===== src/rtl/ecc_pkg.sv =====
// ecc_pkg: shared constants, state encoding and helpers for the
// ECC word-serial front end.
package ecc_pkg;

   localparam int DATA_WIDTH = 256;
   localparam int WORD_WIDTH = 32;
   localparam int WORDS      = DATA_WIDTH / WORD_WIDTH;
   localparam int LOAD_CNT_W = $clog2(3 * WORDS);
   localparam int OUT_CNT_W  = $clog2(2 * WORDS);

   typedef enum logic [1:0] {
      LOAD,
      FIRE,
      WAIT,
      SEND
   } io_state_e;

   function automatic int cnt_w(input int n);
      return (n > 1) ? $clog2(n) : 1;
   endfunction

endpackage


===== src/rtl/ecc_serial_io_piso.sv =====
// ecc_piso: parallel-load shift register emitting its low word,
// shifting right one word per shift enable.
module ecc_piso
#(
   parameter int TOTAL_W = 512,
   parameter int STEP_W  = 32
) (
   input  logic               clk,
   input  logic               rst,
   input  logic               load_i,
   input  logic               shift_i,
   input  logic [TOTAL_W-1:0] data_i,
   output logic [STEP_W-1:0]  word_o
);

   import ecc_pkg::*;

   logic [TOTAL_W-1:0] sr_q;
   logic [TOTAL_W-1:0] sr_d;

   // load wins over shift; vacated words fill with zero
   always_comb begin
      sr_d = sr_q;
      if (load_i) begin
         sr_d = data_i;
      end else if (shift_i) begin
         sr_d = sr_q >> STEP_W;
      end
   end

   always_ff @(posedge clk or posedge rst) begin
      if (rst) begin
         sr_q <= '0;
      end else begin
         sr_q <= sr_d;
      end
   end

   assign word_o = sr_q[STEP_W-1:0];

endmodule


===== src/rtl/ecc_serial_io.sv =====
// ecc_serial_io: word-serial loader/unloader for the ECC scalar core.
// Optional ECC_IO_ZERO_BYPASS_EN skips the core when k == 0.
module ecc_serial_io
#(
   parameter int DATA_WIDTH = 256,
   parameter int WORD_WIDTH = 32
) (
   input  logic                  clk,
   input  logic                  rst,
   input  logic                  s_valid,
   output logic                  s_ready,
   input  logic [WORD_WIDTH-1:0] s_data,
   output logic                  m_valid,
   input  logic                  m_ready,
   output logic [WORD_WIDTH-1:0] m_data,
   output logic                  m_last,
   output logic                  busy,
   output logic [DATA_WIDTH-1:0] core_Px,
   output logic [DATA_WIDTH-1:0] core_Py,
   output logic [DATA_WIDTH-1:0] core_k,
   output logic                  core_in_valid,
   input  logic [DATA_WIDTH-1:0] core_Rx,
   input  logic [DATA_WIDTH-1:0] core_Ry,
   input  logic                  core_out_valid
);

   import ecc_pkg::*;

   localparam int NW  = DATA_WIDTH / WORD_WIDTH;
   localparam int LCW = cnt_w(3 * NW);
   localparam int OCW = cnt_w(2 * NW);
   localparam int PW  = cnt_w(NW);

   localparam logic [LCW-1:0] LOAD_LAST  = LCW'(3 * NW - 1);
   localparam logic [OCW-1:0] OUT_PENULT = OCW'(2 * NW - 2);

   io_state_e             state_q;
   logic [LCW-1:0]        lcnt_q;
   logic [OCW-1:0]        ocnt_q;
   logic [DATA_WIDTH-1:0] px_q;
   logic [DATA_WIDTH-1:0] py_q;
   logic [DATA_WIDTH-1:0] k_q;
   logic                  s_ready_q;
   logic                  busy_q;
   logic                  fire_q;
   logic                  m_valid_q;
   logic                  m_last_q;

   logic [1:0]            op_sel;
   logic [PW-1:0]         word_sel;
   logic                  in_hs;
   logic                  load_last;
   logic                  out_hs;
   logic                  capture;
   logic                  zero_fire;
   logic                  pis_load;
   logic [2*DATA_WIDTH-1:0] pis_data;

   always_comb begin
      op_sel   = 2'(int'(lcnt_q) / NW);
      word_sel = PW'(int'(lcnt_q) % NW);
   end

   assign in_hs     = s_valid && s_ready_q;
   assign load_last = in_hs && (lcnt_q == LOAD_LAST);
   assign out_hs    = m_valid_q && m_ready;
   assign capture   = (state_q == WAIT) && core_out_valid;

`ifdef ECC_IO_ZERO_BYPASS_EN
   logic [DATA_WIDTH-1:0] k_nxt;

   // the final input word is always the top word of k
   always_comb begin
      k_nxt = k_q;
      k_nxt[(NW-1)*WORD_WIDTH +: WORD_WIDTH] = s_data;
   end

   assign zero_fire = (k_nxt == '0);
`else
   assign zero_fire = 1'b0;
`endif

   assign pis_load = capture || ((state_q == FIRE) && !fire_q);
   assign pis_data = capture ? {core_Ry, core_Rx} : '0;

   always_ff @(posedge clk or posedge rst) begin
      if (rst) begin
         state_q   <= LOAD;
         lcnt_q    <= '0;
         ocnt_q    <= '0;
         px_q      <= '0;
         py_q      <= '0;
         k_q       <= '0;
         s_ready_q <= 1'b1;
         busy_q    <= 1'b0;
         fire_q    <= 1'b0;
         m_valid_q <= 1'b0;
         m_last_q  <= 1'b0;
      end else begin
         unique case (state_q)
            LOAD: begin
               if (in_hs) begin
                  unique case (op_sel)
                     2'd0: px_q[word_sel*WORD_WIDTH +: WORD_WIDTH] <= s_data;
                     2'd1: py_q[word_sel*WORD_WIDTH +: WORD_WIDTH] <= s_data;
                     default: k_q[word_sel*WORD_WIDTH +: WORD_WIDTH] <= s_data;
                  endcase
                  if (load_last) begin
                     lcnt_q    <= '0;
                     state_q   <= FIRE;
                     s_ready_q <= 1'b0;
                     busy_q    <= 1'b1;
                     fire_q    <= !zero_fire;
                  end else begin
                     lcnt_q <= lcnt_q + 1'b1;
                  end
               end
            end
            FIRE: begin
               fire_q <= 1'b0;
               if (fire_q) begin
                  state_q <= WAIT;
               end else begin
                  state_q   <= SEND;
                  m_valid_q <= 1'b1;
               end
            end
            WAIT: begin
               if (core_out_valid) begin
                  state_q   <= SEND;
                  m_valid_q <= 1'b1;
               end
            end
            SEND: begin
               if (out_hs) begin
                  if (m_last_q) begin
                     state_q   <= LOAD;
                     ocnt_q    <= '0;
                     m_valid_q <= 1'b0;
                     m_last_q  <= 1'b0;
                     busy_q    <= 1'b0;
                     s_ready_q <= 1'b1;
                  end else begin
                     ocnt_q   <= ocnt_q + 1'b1;
                     m_last_q <= (ocnt_q == OUT_PENULT);
                  end
               end
            end
            default: state_q <= LOAD;
         endcase
      end
   end

   ecc_piso #(
      .TOTAL_W (2 * DATA_WIDTH),
      .STEP_W  (WORD_WIDTH)
   ) u_piso (
      .clk     (clk),
      .rst     (rst),
      .load_i  (pis_load),
      .shift_i (out_hs),
      .data_i  (pis_data),
      .word_o  (m_data)
   );

   assign s_ready       = s_ready_q;
   assign busy          = busy_q;
   assign core_in_valid = fire_q;
   assign m_valid       = m_valid_q;
   assign m_last        = m_last_q;
   assign core_Px       = px_q;
   assign core_Py       = py_q;
   assign core_k        = k_q;

endmodule


===== config.mk =====
export PLATFORM = sky130hd
export DESIGN_NAME = ecc_serial_io
export DESIGN_NICKNAME = d
export VERILOG_FILES = /design/src/rtl/ecc_pkg.sv /design/src/rtl/ecc_serial_io_piso.sv /design/src/rtl/ecc_serial_io.sv
export SDC_FILE = /design/constraint.sdc
export NUM_CORES = 2
export LEC_CHECK = 0
export ABC_AREA = 1
export BUFFER_PORTS_ARGS = -buffer_cell sky130_fd_sc_hd__buf_2
export CAP_MARGIN = 20
export CELL_PAD_IN_SITES_DETAIL_PLACEMENT = 0
export CELL_PAD_IN_SITES_GLOBAL_PLACEMENT = 2
export CORE_AREA = 2 2 530 532
export DETAILED_ROUTE_END_ITERATION = 10
export DIE_AREA = 0 0 532 534
export PLACE_DENSITY_LB_ADDON = 0.2
export SYNTH_ARGS = -nofsm -noshare
export SYNTH_HDL_FRONTEND = slang
export SYNTH_SLANG_ARGS = --single-unit

===== constraint.sdc =====
create_clock -name clk -period 57.5 [get_ports clk]
set_input_delay 8.625 -clock clk [delete_from_list [all_inputs] [get_ports clk]]
set_output_delay 8.625 -clock clk [all_outputs]
set_load 0.01 [all_outputs]

==> summary.txt <==
Global route
  • Largest net degree at the start of global routing: 195
  • Initial antenna violation count: approximately 160
  • GR Overflow Total: 0
  • Vias in the first global route: between 50000 and 60000
  • GR Util All Layers: roughly a fifth
  • First-pass GRT wire length: 430.4 mm

Yosys
  • Adder-Cell Fraction of Synth Area: less than 1%
  • Ranking of synthesized cells by area: dfrtp_1, nand3_1, nand2_1
  • Mux cell area share after synthesis: 0%
  • Largest family of logic cells by synthesized area: simple AND/OR/NAND/NOR gates
  • Netlist cell types: 26
  • Mapped Area: 0.05525 mm^2
  • Syn Inst Count: 6182
  • Sequential fraction of the synthesis area: roughly 60%
  • Synth Area in Compound Gates: about 14%
  • Mean Syn Cell Area: 8.938 um^2
  • Mapped Nets: a little under 7000
  • Yosys top cell by area: dfrtp_1
  • Area share of the largest cell type after synthesis: 58.65%
  • Xor and xnor area share after synthesis: less than 1%
  • Yosys warnings: 0
  • Yosys reg bits: approximately 1300
  • Simple logic cell fraction of the synthesized area: a little over a fifth

CTS
  • Sink Count: 1296
  • Hold_buf cts: 0
  • CTS tree: yes
  • Cts repair resizes: 0
  • Setup Fix Bufs, Post-CTS: 0
  • Clk slew on worst S/H paths: about 0.050 ns
  • Latest clock arrival within the worst-skew pair: roughly 0.85 ns
  • CTS Buf Count: 169
  • Worst-case clock buffer depth: 4
  • CTS H-tree depth: 4
  • CTS Root Cell: clkbuf_16

STA
  • Setup Total Neg Slack: 0 ns
  • RSZ-0062 raised after global routing: no
  • Max transition margin: between 20% and 30%
  • Final Max Tran Viols: 0
  • Max Clk Rate: 80.97 MHz
  • Final worst-path cycle share: 21.48%
  • Endpoints failing hold: 0
  • Final min period: between 10 and 15 ns
  • Worst Skew: around 0.067 ns
  • Final setup margin: 45.15 ns
  • Pin slew with the least headroom to its limit: between 1 and 1.5 ns
  • Setup Viol. Count Final: 0

Place
  • HPWL Detailed: roughly 220 mm
  • Gpl congestion: between 0.8 and 0.9
  • Count of input and output buffers: between 1000 and 1500
  • Setup WS pre-CTS: between 40 and 50 ns
  • Placed insts: approximately 11000

Floorplan
  • Die Height: between 500 and 600 um
  • Std-Cell Rows: roughly 190
  • Starting density of the core: 19.85%
  • Die Wd: between 500 and 600 um
  • IO Pins: roughly 1400
  • Core Area: 0.2784 mm^2
  • Area of the die: 0.2841 mm^2

Worst setup path
  • Crit path kind: in2async
  • Worst path most repeated cell: buf_4
  • Max stage delay cell, worst path: buf_4
  • CP max stage delay: between 0.7 and 0.8 ns
  • Worst setup EP type: async pin
  • CP arrival: 13.13 ns
  • Critical path, cell by cell: buf_2 > inv_8 > buf_4 > buf_4 > buf_4 > buf_4 > buf_12
  • Reg-to-reg slack, setup: 52.74 ns
  • Reg2reg start: state_q[0]$_DFFE_PP0P_
  • WP data required: about 58 ns
  • Crit. Startpoint: rst
  • CP Max Fanout: between 150 and 200
  • R2r worst-path depth: 9
  • CP startpoint kind: input port

Pwr
  • Peak supply drop: roughly 19 uV
  • Total power draw: about 2100 uW
  • Pleak: around 0.036 uW
  • Power Dens Cells: 29.06 mW/mm^2

Drt
  • Via count: 51259
  • Vias per Instance: about 4.6
  • WL/cell: roughly 28 um
  • Drt first pass iters: 7
  • Residual DRC: 0
  • Routed WL: 309.0 mm
  • DR WL met2: around 140 mm
  • DR WL met3: 18.10 mm
  • Top sig layer: met5
  • Final antenna-violating net count: 0
  • DRT iter0 DRCs: roughly 3800
  • Post-route met1 wirelength: about 140 mm

Run status
  • Status: finished, final reports clean

Min path
  • Hold Crit Depth: 2
  • HP Class: reg2reg
  • Worst Hold Launch: core_Px[152]$_DFFE_PP0P_

Layout
  • Layout fillers: 30696
  • Final net count: 7778
  • Layout cells sized above 1: between 20% and 30%
  • Synthesis-to-finish area growth: 28.33%
  • FF/Latch Area: approximately 0.032 mm^2
  • Commonest non-fill, non-tap cell in the layout: buf_2
  • Non-Filler Instances: 11118
  • Area of the multi-input gates: roughly 0.020 mm^2
  • Most frequent cells in the layout: buf_2, dfrtp_1, nand2_1

Job
  • Max Cap Viol: 0
-- stage by stage --
stage | hold WS, ns | util (%) | area, um^2
finish | 0.4631 | 25.47 | 70910
global placement | 0.4494 | 23.41 | 65190
floorplan | 0.4738 | - | 55250
CTS | 0.4673 | 25.41 | 70750
global route | 0.4804 | 25.46 | 70890
detailed placement | 0.4532 | 23.43 | 65230
-- area by class of cell --
class                   instances  share of cell area [%]
flip-flops and latches       1296                   45.74
multi-input cells            4171                   28.28
repair buffers               1432                   10.64
clock buffers                 264                   7.204
well taps                    3724                   6.571
inverters                     148                  0.7940
clock inverters                31                  0.5893
diodes                         52                  0.1835
-- state kept, by name (all words and copies together), names as in the netlist --
signal	cells
core_Py	256
m_valid	1
core_in_valid	1
u_piso.sr_q	512
lcnt_q	5
core_Px	256
m_last	1
state_q	2
s_ready	1
ocnt_q	4
core_k	256
busy	1
-- where the power goes --
part / internal, uW / switching, uW / total [uW]
Sequential: 912 / 0 / 912
Clock: 633 / 450 / 1080
Combinational: 15.9 / 49.9 / 65.9
-- routing by layer --
layer / vias up / track usage (%)
li1: 23179 / -
met1: 25912 / 27.75
met2: 1628 / 33.62
met3: 502 / 4.834
met4: 38 / 7.374
met5: - / 0
-- logic make-up after synthesis --
logic type,Yosys count
simple gates,2805
compound gates,1354
flops,1296
buf+inv,715
fa+ha+maj,11
xor+xnor,1
-- worst paths after layout --
check | to
max in group clk | u_piso.sr_q[12]$_DFFE_PP0P_
setup reg to reg | u_piso.sr_q[12]$_DFFE_PP0P_
hold / removal | core_Px[152]$_DFFE_PP0P_
min in group asynchronous | u_piso.sr_q[84]$_DFFE_PP0P_
hold reg to reg | core_Px[152]$_DFFE_PP0P_
setup / recovery | core_k[245]$_DFFE_PP0P_
-- worst max-delay path: cells and delay by family --
family   cells  cell delay (ns)
buf+inv      7             3.90
-- cells in the mapped netlist (all sizes together) --
library cell / instances
inv: 148
ha: 11
or2: 2
o21ai: 422
a21oi: 450
xor2: 1
nand2: 1267
clkbuf: 434
nand4: 7
dfstp: 1
a22oi: 1
nor2: 565
nand3: 957
nor3: 7
buf: 133
dfrtp: 1295
a31oi: 32
o211ai: 449
Power figures use the tool's default switching activity.
